**src/rtl/pipe_ctrl_pkg.sv**
```systemverilog
`default_nettype none
// ============================================================================
//  Module      : pipe_ctrl_pkg
//  Description : Shared types and defaults for the pipeline stall/flush control.
//  Revision    : 1.0  initial release
// ============================================================================
package pipe_ctrl_pkg;

    typedef enum logic [1:0] {
        ST_RUN     = 2'd0,
        ST_MD_WAIT = 2'd1,
        ST_HALTED  = 2'd2
    } state_t;

    localparam int c_addr_w_def = 16;
    localparam int c_md_lat_def = 4;

    // Instruction word the IF/ID flush and ID/EX bubble logic load as a no-op
    localparam logic [15:0] c_nop_instr = 16'h0000;

endpackage : pipe_ctrl_pkg
`default_nettype wire

```
**src/rtl/pipeline_hazard_controller_md_wait_counter.sv**
```systemverilog
`default_nettype none
// ============================================================================
//  Module      : md_wait_counter
//  Description : Loadable down-counter with zero flag for the mul/div wait.
//  Revision    : 1.0  initial release
// ============================================================================
module md_wait_counter #(
    parameter int WIDTH = 2
) (
    input  logic             clk,
    input  logic             rst_n,
    input  logic             i_load,
    input  logic [WIDTH-1:0] i_load_val,
    input  logic             i_dec,
    output logic [WIDTH-1:0] o_count,
    output logic             o_zero
);

    logic [WIDTH-1:0] r_count;

    always_ff @(posedge clk) begin
        if (!rst_n) begin
            r_count <= '0;
        end else if (i_load) begin
            r_count <= i_load_val;
        end else if (i_dec && (r_count != '0)) begin
            r_count <= r_count - WIDTH'(1);
        end
    end

    assign o_count = r_count;
    assign o_zero  = (r_count == '0);

endmodule : md_wait_counter
`default_nettype wire

```
**src/rtl/pipeline_hazard_controller.sv**
```systemverilog
`default_nettype none
// ============================================================================
//  Module      : pipeline_hazard_controller
//  Description : Stall/flush sequencer for the 5-stage pipeline with a
//                saturating taken-branch flush counter.
//  Revision    : 1.0  initial release
// ============================================================================
module pipeline_hazard_controller
    import pipe_ctrl_pkg::*;
#(
    parameter int ADDR_W = c_addr_w_def,
    parameter int MD_LAT = c_md_lat_def,
    parameter int CNT_W  = 16
) (
    input  logic              clk,
    input  logic              rst_n,
    input  logic              branch_taken,
    input  logic [ADDR_W-1:0] branch_target,
    input  logic              load_use,
    input  logic              muldiv_start,
    input  logic              halt_dec,
    output logic              pc_we,
    output logic              pc_sel,
    output logic [ADDR_W-1:0] pc_redirect,
    output logic              ifid_we,
    output logic              ifid_flush,
    output logic              idex_bubble,
    output logic              ex_hold,
    output logic              muldiv_done,
    output logic              halted,
    output logic [1:0]        state_o,
    output logic [CNT_W-1:0]  flush_count
);

    localparam int                c_cnt_w    = $clog2(MD_LAT);
    localparam logic [c_cnt_w-1:0] c_md_load = c_cnt_w'(MD_LAT - 2);

    state_t             r_state;
    state_t             w_next;
    logic [CNT_W-1:0]   r_flush_count;
    logic [c_cnt_w-1:0] w_md_count;
    logic               w_md_zero;
    logic               w_md_load;
    logic               w_md_dec;
    logic               w_flush_inc;

    logic               w_pc_we;
    logic               w_pc_sel;
    logic [ADDR_W-1:0]  w_pc_redirect;
    logic               w_ifid_we;
    logic               w_ifid_flush;
    logic               w_idex_bubble;
    logic               w_ex_hold;
    logic               w_muldiv_done;
    logic               w_halted;

    md_wait_counter #(
        .WIDTH (c_cnt_w)
    ) u_md_wait_counter (
        .clk        (clk),
        .rst_n      (rst_n),
        .i_load     (w_md_load),
        .i_load_val (c_md_load),
        .i_dec      (w_md_dec),
        .o_count    (w_md_count),
        .o_zero     (w_md_zero)
    );

    always_comb begin
        w_next        = r_state;
        w_md_load     = 1'b0;
        w_md_dec      = 1'b0;
        w_flush_inc   = 1'b0;
        w_pc_we       = 1'b0;
        w_pc_sel      = 1'b0;
        w_pc_redirect = '0;
        w_ifid_we     = 1'b0;
        w_ifid_flush  = 1'b0;
        w_idex_bubble = 1'b0;
        w_ex_hold     = 1'b0;
        w_muldiv_done = 1'b0;
        w_halted      = 1'b0;
        case (r_state)
            ST_RUN: begin
                w_pc_we   = 1'b1;
                w_ifid_we = 1'b1;
                // Priority order keeps a redirect from ever pairing with a stall
                if (muldiv_start) begin
                    w_pc_we   = 1'b0;
                    w_ifid_we = 1'b0;
                    w_ex_hold = 1'b1;
                    w_md_load = 1'b1;
                    w_next    = ST_MD_WAIT;
                end else if (load_use) begin
                    w_pc_we       = 1'b0;
                    w_ifid_we     = 1'b0;
                    w_idex_bubble = 1'b1;
                end else if (halt_dec) begin
                    w_pc_we   = 1'b0;
                    w_ifid_we = 1'b0;
                    w_next    = ST_HALTED;
                end else if (branch_taken) begin
                    w_pc_sel      = 1'b1;
                    w_pc_redirect = branch_target;
                    w_ifid_flush  = 1'b1;
                    w_flush_inc   = 1'b1;
                end
            end
            ST_MD_WAIT: begin
                if (w_md_zero) begin
                    w_muldiv_done = 1'b1;
                    w_next        = ST_RUN;
                end else begin
                    w_ex_hold = 1'b1;
                    w_md_dec  = 1'b1;
                end
            end
            ST_HALTED: begin
                w_halted = 1'b1;
            end
            default: begin
                w_next = ST_RUN;
            end
        endcase
    end

    always_ff @(posedge clk) begin
        if (!rst_n) begin
            r_state       <= ST_RUN;
            r_flush_count <= '0;
        end else begin
            r_state <= w_next;
            if (w_flush_inc && (r_flush_count != '1)) begin
                r_flush_count <= r_flush_count + CNT_W'(1);
            end
        end
    end

    // Every output reads as zero for as long as reset is held
    assign pc_we       = rst_n & w_pc_we;
    assign pc_sel      = rst_n & w_pc_sel;
    assign pc_redirect = rst_n ? w_pc_redirect : '0;
    assign ifid_we     = rst_n & w_ifid_we;
    assign ifid_flush  = rst_n & w_ifid_flush;
    assign idex_bubble = rst_n & w_idex_bubble;
    assign ex_hold     = rst_n & w_ex_hold;
    assign muldiv_done = rst_n & w_muldiv_done;
    assign halted      = rst_n & w_halted;
    assign state_o     = rst_n ? r_state : 2'b00;
    assign flush_count = rst_n ? r_flush_count : '0;

endmodule : pipeline_hazard_controller
`default_nettype wire

```
**config.mk**
```make
export PLATFORM = sky130hd
export DESIGN_NAME = pipeline_hazard_controller
export DESIGN_NICKNAME = d
export VERILOG_FILES = /design/src/rtl/pipe_ctrl_pkg.sv /design/src/rtl/pipeline_hazard_controller_md_wait_counter.sv /design/src/rtl/pipeline_hazard_controller.sv
export SDC_FILE = /design/constraint.sdc
export NUM_CORES = 1
export LEC_CHECK = 0
export BUFFER_PORTS_ARGS = -buffer_cell sky130_fd_sc_hd__buf_4
export CAP_MARGIN = 20
export CORE_ASPECT_RATIO = 1.1
export CORE_UTILIZATION = 42
export DETAILED_ROUTE_END_ITERATION = 16
export MAX_ROUTING_LAYER = met4
export PLACE_DENSITY = 0.76
export SLEW_MARGIN = 40
export SYNTH_ARGS = -nofsm -noshare
export SYNTH_HDL_FRONTEND = slang
export SYNTH_SLANG_ARGS = --single-unit
export TNS_END_PERCENT = 1
```
**constraint.sdc**
```tcl
create_clock -name clk -period 1.8 [get_ports clk]
set_clock_uncertainty 0.05 [all_clocks]
set_input_delay 0.36 -clock clk [delete_from_list [all_inputs] [get_ports clk]]
set_output_delay 0.36 -clock clk [all_outputs]
set_load 0.05 [all_outputs]
```
# [After elaboration in Yosys (flattened, before gate mapping)]
# Cells that the tools add are included.
[classes] n_addsub=2 n_eq_ne=6 mux=35 bitwise=8 reduce_logical=8
[ops] op="$mux 16" count=7
[ops] op="$mux 1" count=19
[ops] op="$add 16x1->16 const B" count=1
[ops] op="$ne 16x16->1 const B" count=1
[ops] op="$mux 2" count=7
[ops] op="$and 1x1->1" count=6
[ops] op="$ne 3x3->1 const B" count=2
[ops] op="$pmux 2 s3" count=1
[ops] op="$logic_not 2->1" count=2
[ops] op="$reduce_and 4->1" count=1
[ops] op="$reduce_bool 2->1" count=2
[ops] op="$eq 2x1->1 const B" count=1
[ops] op="$eq 2x2->1 const B" count=1
[ops] op="$logic_and 1x1->1" count=2
[ops] op="$ne 2x1->1 const B" count=1
[ops] op="$not 1->1" count=2
[ops] op="$pmux 1 s2" count=1
[ops] op="$reduce_or 2->1" count=1
[ops] op="$sub 2x1->2 const B" count=1
[word_totals] register_bits=20 input_bits=22 out_inout_bits=42 elab_cells=63

# [Logic depth before layout (Yosys ltp)]
[depth] ltp_word=6 depth_mapped=7

# [Cells and area by module]
# A second synthesis with hierarchy kept.
[hier_totals] hier_cells=166 area_unflattened_um2=1351.3
[modules_own_cells] mod="pipeline_hazard_controller" instances=1 cells_per_inst=152 area_each_um2=1228.7 seq_area_each_um2=360.3
[modules_own_cells] mod="md_wait_counter" instances=1 cells_per_inst=14 area_each_um2=122.6 seq_area_each_um2=40.0

# [Worst setup path before layout]
# Ideal clock, no wire load.
[synth_timing] path_kind="input to output" from="input muldiv_start" to="output pc_sel" arrival_ps=2385 required_time_ps=1390 path_slack_ps=-995 cell_stages=6 path_buffers=3 cell_sequence="nor3_4 and3_1 clkbuf_1 clkbuf_1 and2_1 buf_4"
[synth_via] elab_chain_cells=3
[synth_rtl] item="start, declared" line="pipeline_hazard_controller.sv:20" text="input logic muldiv_start,"
[synth_rtl] item="$mux 1 (2 in series)"
[synth_rtl] item="$and 1x1->1"
[synth_rtl] item="end, declared" line="pipeline_hazard_controller.sv:23" text="output logic pc_sel,"
# Every way passes these cells.

# [Worst setup path in the final report]
[layout_timing] from="register r_state[1]" to="output pc_redirect[4]"
[layout_via] elab_chain_cells=3
[layout_rtl] item="start, declared" line="pipeline_hazard_controller.sv:38" text="state_t r_state;"
[layout_rtl] item="start signal, assigned" line="pipeline_hazard_controller.sv:132" text="r_state <= w_next;"
[layout_rtl] item="$logic_not 2->1" line="pipeline_hazard_controller.sv:83" text="case (r_state)"
[layout_rtl] item="$mux 16" line="pipeline_hazard_controller.sv:83"
[layout_rtl] item="$mux 16" line="pipeline_hazard_controller.sv:142" text="assign pc_redirect = rst_n ? w_pc_redirect : '0;"
[layout_rtl] item="end, declared" line="pipeline_hazard_controller.sv:24" text="output logic [ADDR_W-1:0] pc_redirect,"
# Every way passes these cells.

==> flow_summary.yaml <==
status:
  status: "finished with violations"
  violations: "negative setup slack"
global_routing:
  grt_max_degree: 20
  grt_pass1_vias: 1444
  grt_overflow_total: 0
  grt_pass1_wl_um: 6560
  antenna_found_initial: 0
  grtUsageTotal_pct: 24.5
yosys:
  yosys.area_share.adder_pct: 1.81
  synth-simple-area-share_pct: 44.3
  ys_warn_count: 0
  synth_cell_types: 35
  yosysSeqAreaShare_pct: 29.0
  yosysTopAreaCellShare_pct: 29.0
  synth-compound-area-share_pct: 12.3
  synthTopCellsByArea: "dfxtp_1, and2_1, and3_1, a21oi_1, buf_6"
  avgSynthCellArea_um2: 8.06
  synth_mux_area_share_pct: 4.08
  netlist_area_um2: 1380
  synth-seq-cells: 20
  synth-xor-area-share_pct: 0
  yosysTopAreaCell: "dfxtp_1"
  synth_nets: 195
  synth_top_family_by_area: "simple AND/OR/NAND/NOR gates"
  postSynthCellCount: 171
pwr:
  netSwitchingFraction_pct: 29.9
  p_leak_uw: 0.00102
  ir_drop_uv: 460
  seq_power_share_pct: 46.8
  switchingPower_uw: 294
  p_per_area_nw_per_um2: 434
  p_clk_share_pct: 28.0
  combPwrFrac_pct: 25.1
  p_int_uw: 689
sta:
  worst_slack_ns: -0.0841
  hold_viol: 0
  worst_slew_pin_slew_ns: 0.450
  holdWs_ns: 0.314
  min_period_ns: 1.88
  fmax_mhz: 531
  fin_crit_sh_pct: 105
  setup_violations: 20
  finalMaxSlewViolations: 0
  rsz0062_at_grt: "yes"
  relSlewSlack_pct: 69.2
  setup_tns_ns: -1.27
drt:
  wirelength_um: 4210
  vias: 1620
  ant_nets: 0
  drc: 0
  drt-vias-per-instance: 5.64
  wl_per_cell_um: 14.7
  dr.pass1.iters: 4
  drt_iter0_drc: 30
placed_design:
  hpwl_um: 2840
  pre_cts_ws_ns: -0.0541
  gp_congestion: 0.858
  placed_cells: 281
  io_buffers: 63
setup_path:
  crit_fanout: 19
  crit_slowest_cell: "dfxtp_4"
  critical_path_arrival_ns: 1.47
  cp-end-kind: "output pin"
  crit_path_start_kind: "flop"
  path_cells: "nor2_4 -> and3_4 -> buf_12 -> and3_2 -> buf_6"
  worstPathRequired_ns: 1.39
  worst-path-buf-inv: 2
  cpPeakStageDelay_ns: 0.38
  regToRegSetupSlack_ns: -0.01
  cpLargestDelayFamily: "simple AND/OR/NAND/NOR gates"
  critical_path_class: "flop to output pin"
clocking:
  numCtsBuffers: 3
  clkSinkCount: 20
  cts_buffer_depth: 2
  htree_levels: 1
  cts_hold_buf: 0
  cts_tree: "yes"
  clock_latency_ns: 0.31
  path_clk_slew_ns: 0.12
  clockRootBuffer: "clkbuf_4"
floorplanning:
  core_um2: 3070
  pin_count: 64
  die-area_um2: 3520
  fp.dieW_um: 56.6
  die_y_um: 62.1
  start_util_pct: 44.9
  rows: 21
layout:
  diodes: 0
  finalNonFillerCells: 287
  nets: 278
  area_growth_pct: 64.2
  drive_gt1_share_pct: 52.6
  fin_util_pct: 73.6
hold_path:
  worstHoldPathType: "primary input to flop"
flow_run:
  drv_cap: 0
## final timing paths
kind	startpoint	to	depth (start not counted)
max reg2reg	r_state[1]$_SDFFE_PN0P_	r_flush_count[12]$_SDFFE_PN0P_	6
min reg2reg	r_state[0]$_SDFFE_PN0P_	r_state[1]$_SDFFE_PN0P_	1
max	r_state[1]$_SDFFE_PN0P_	pc_redirect[4]	5
min	halt_dec	r_state[1]$_SDFFE_PN0P_	3
## cells in the mapped netlist
library cell / n
dfxtp_1: 20
and2_1: 18
nor2_1: 14
and3_1: 13
a21oi_1: 12
nor3_1: 9
and3_2: 7
nand2_1: 6
o31ai_1: 6
and4_1: 5
buf_6: 5
clkbuf_1: 5
inv_1: 5
mux2_2: 5
nand4_1: 5
o21ai_0: 5
nand3_1: 4
or4_1: 4
buf_4: 3
a211oi_1: 2
ha_1: 2
nor4_1: 2
or3_1: 2
a2111oi_0: 1
a22o_1: 1
and2_2: 1
and4b_1: 1
nand3b_1: 1
nand4_2: 1
nor2b_1: 1
nor3_4: 1
nor3b_1: 1
nor3b_4: 1
o21a_1: 1
or3_2: 1
## power by group through the flow
stage	registers, µW	logic [µW]	clock network [µW]
2_1_floorplan	464	133	0
3_3_place_gp	469	203	0
3_5_place_dp	469	207	0
4_1_cts	461	223	274
5_1_grt	462	265	298
6_report	460	247	276
## layout by cell type (no fill, tap or decap), drive strengths merged, types with 6 or more instances in the layout
| cell | instances |
|---|---|
| a21oi | 12 |
| and2 | 19 |
| and3 | 20 |
| buf | 91 |
| dfxtp | 20 |
| nand2 | 6 |
| nand4 | 6 |
| nor2 | 14 |
| nor3 | 10 |
| o31ai | 6 |
## metrics by stage
step           instance area [µm²]  power (µW)
2_1_floorplan                 1400         597
3_3_place_gp                  2010         672
3_5_place_dp                  2010         676
4_1_cts                       2180         958
5_1_grt                       2260        1030
6_report                      2260         983
## timing repair
action,CTS,global route
buffers inserted,1,1
cloned,0,0
endpoints found under the setup margin,25,30
gates resized for setup,37,19
pin swaps,2,4
## metal layers
layer,wire length [µm],up-vias,GRT usage (%)
li1,-,792,-
met1,1800,769,31.0
met2,2130,51,41.5
met3,203,8,3.73
met4,82,0,6.62
met5,0,-,-
## state kept, by name, summed over array words and instances, names as in the netlist
| register | flops |
|---|---|
| r_flush_count | 16 |
| r_state | 2 |
| u_md_wait_counter.o_count | 2 |
## worst min-delay path, cell delays in order
cell and delay, ns:
buf_4 0.10, a21oi_1 0.06, nor3_1 0.11
## final cells by class
class,instances,area (µm²)
repair buffers,91,801
inverters,5,18.8
clock buffers,4,36.3
fillers,232,811
well taps,34,42.5
flip-flops and latches,20,409
multi-input cells,133,956
## cells by family (layout without fill, tap and decap cells)
logic type               Yosys count  in the layout
adder cells (fa/ha/maj)            2              2
AND/OR/NAND/NOR                   98             98
flip-flops                        20             20
multiplexers                       5              5
buffers and inverters             18            100
AO/OA/AOI/OAI                     28             28
No activity file was read; power rests on OpenSTA's default activity.
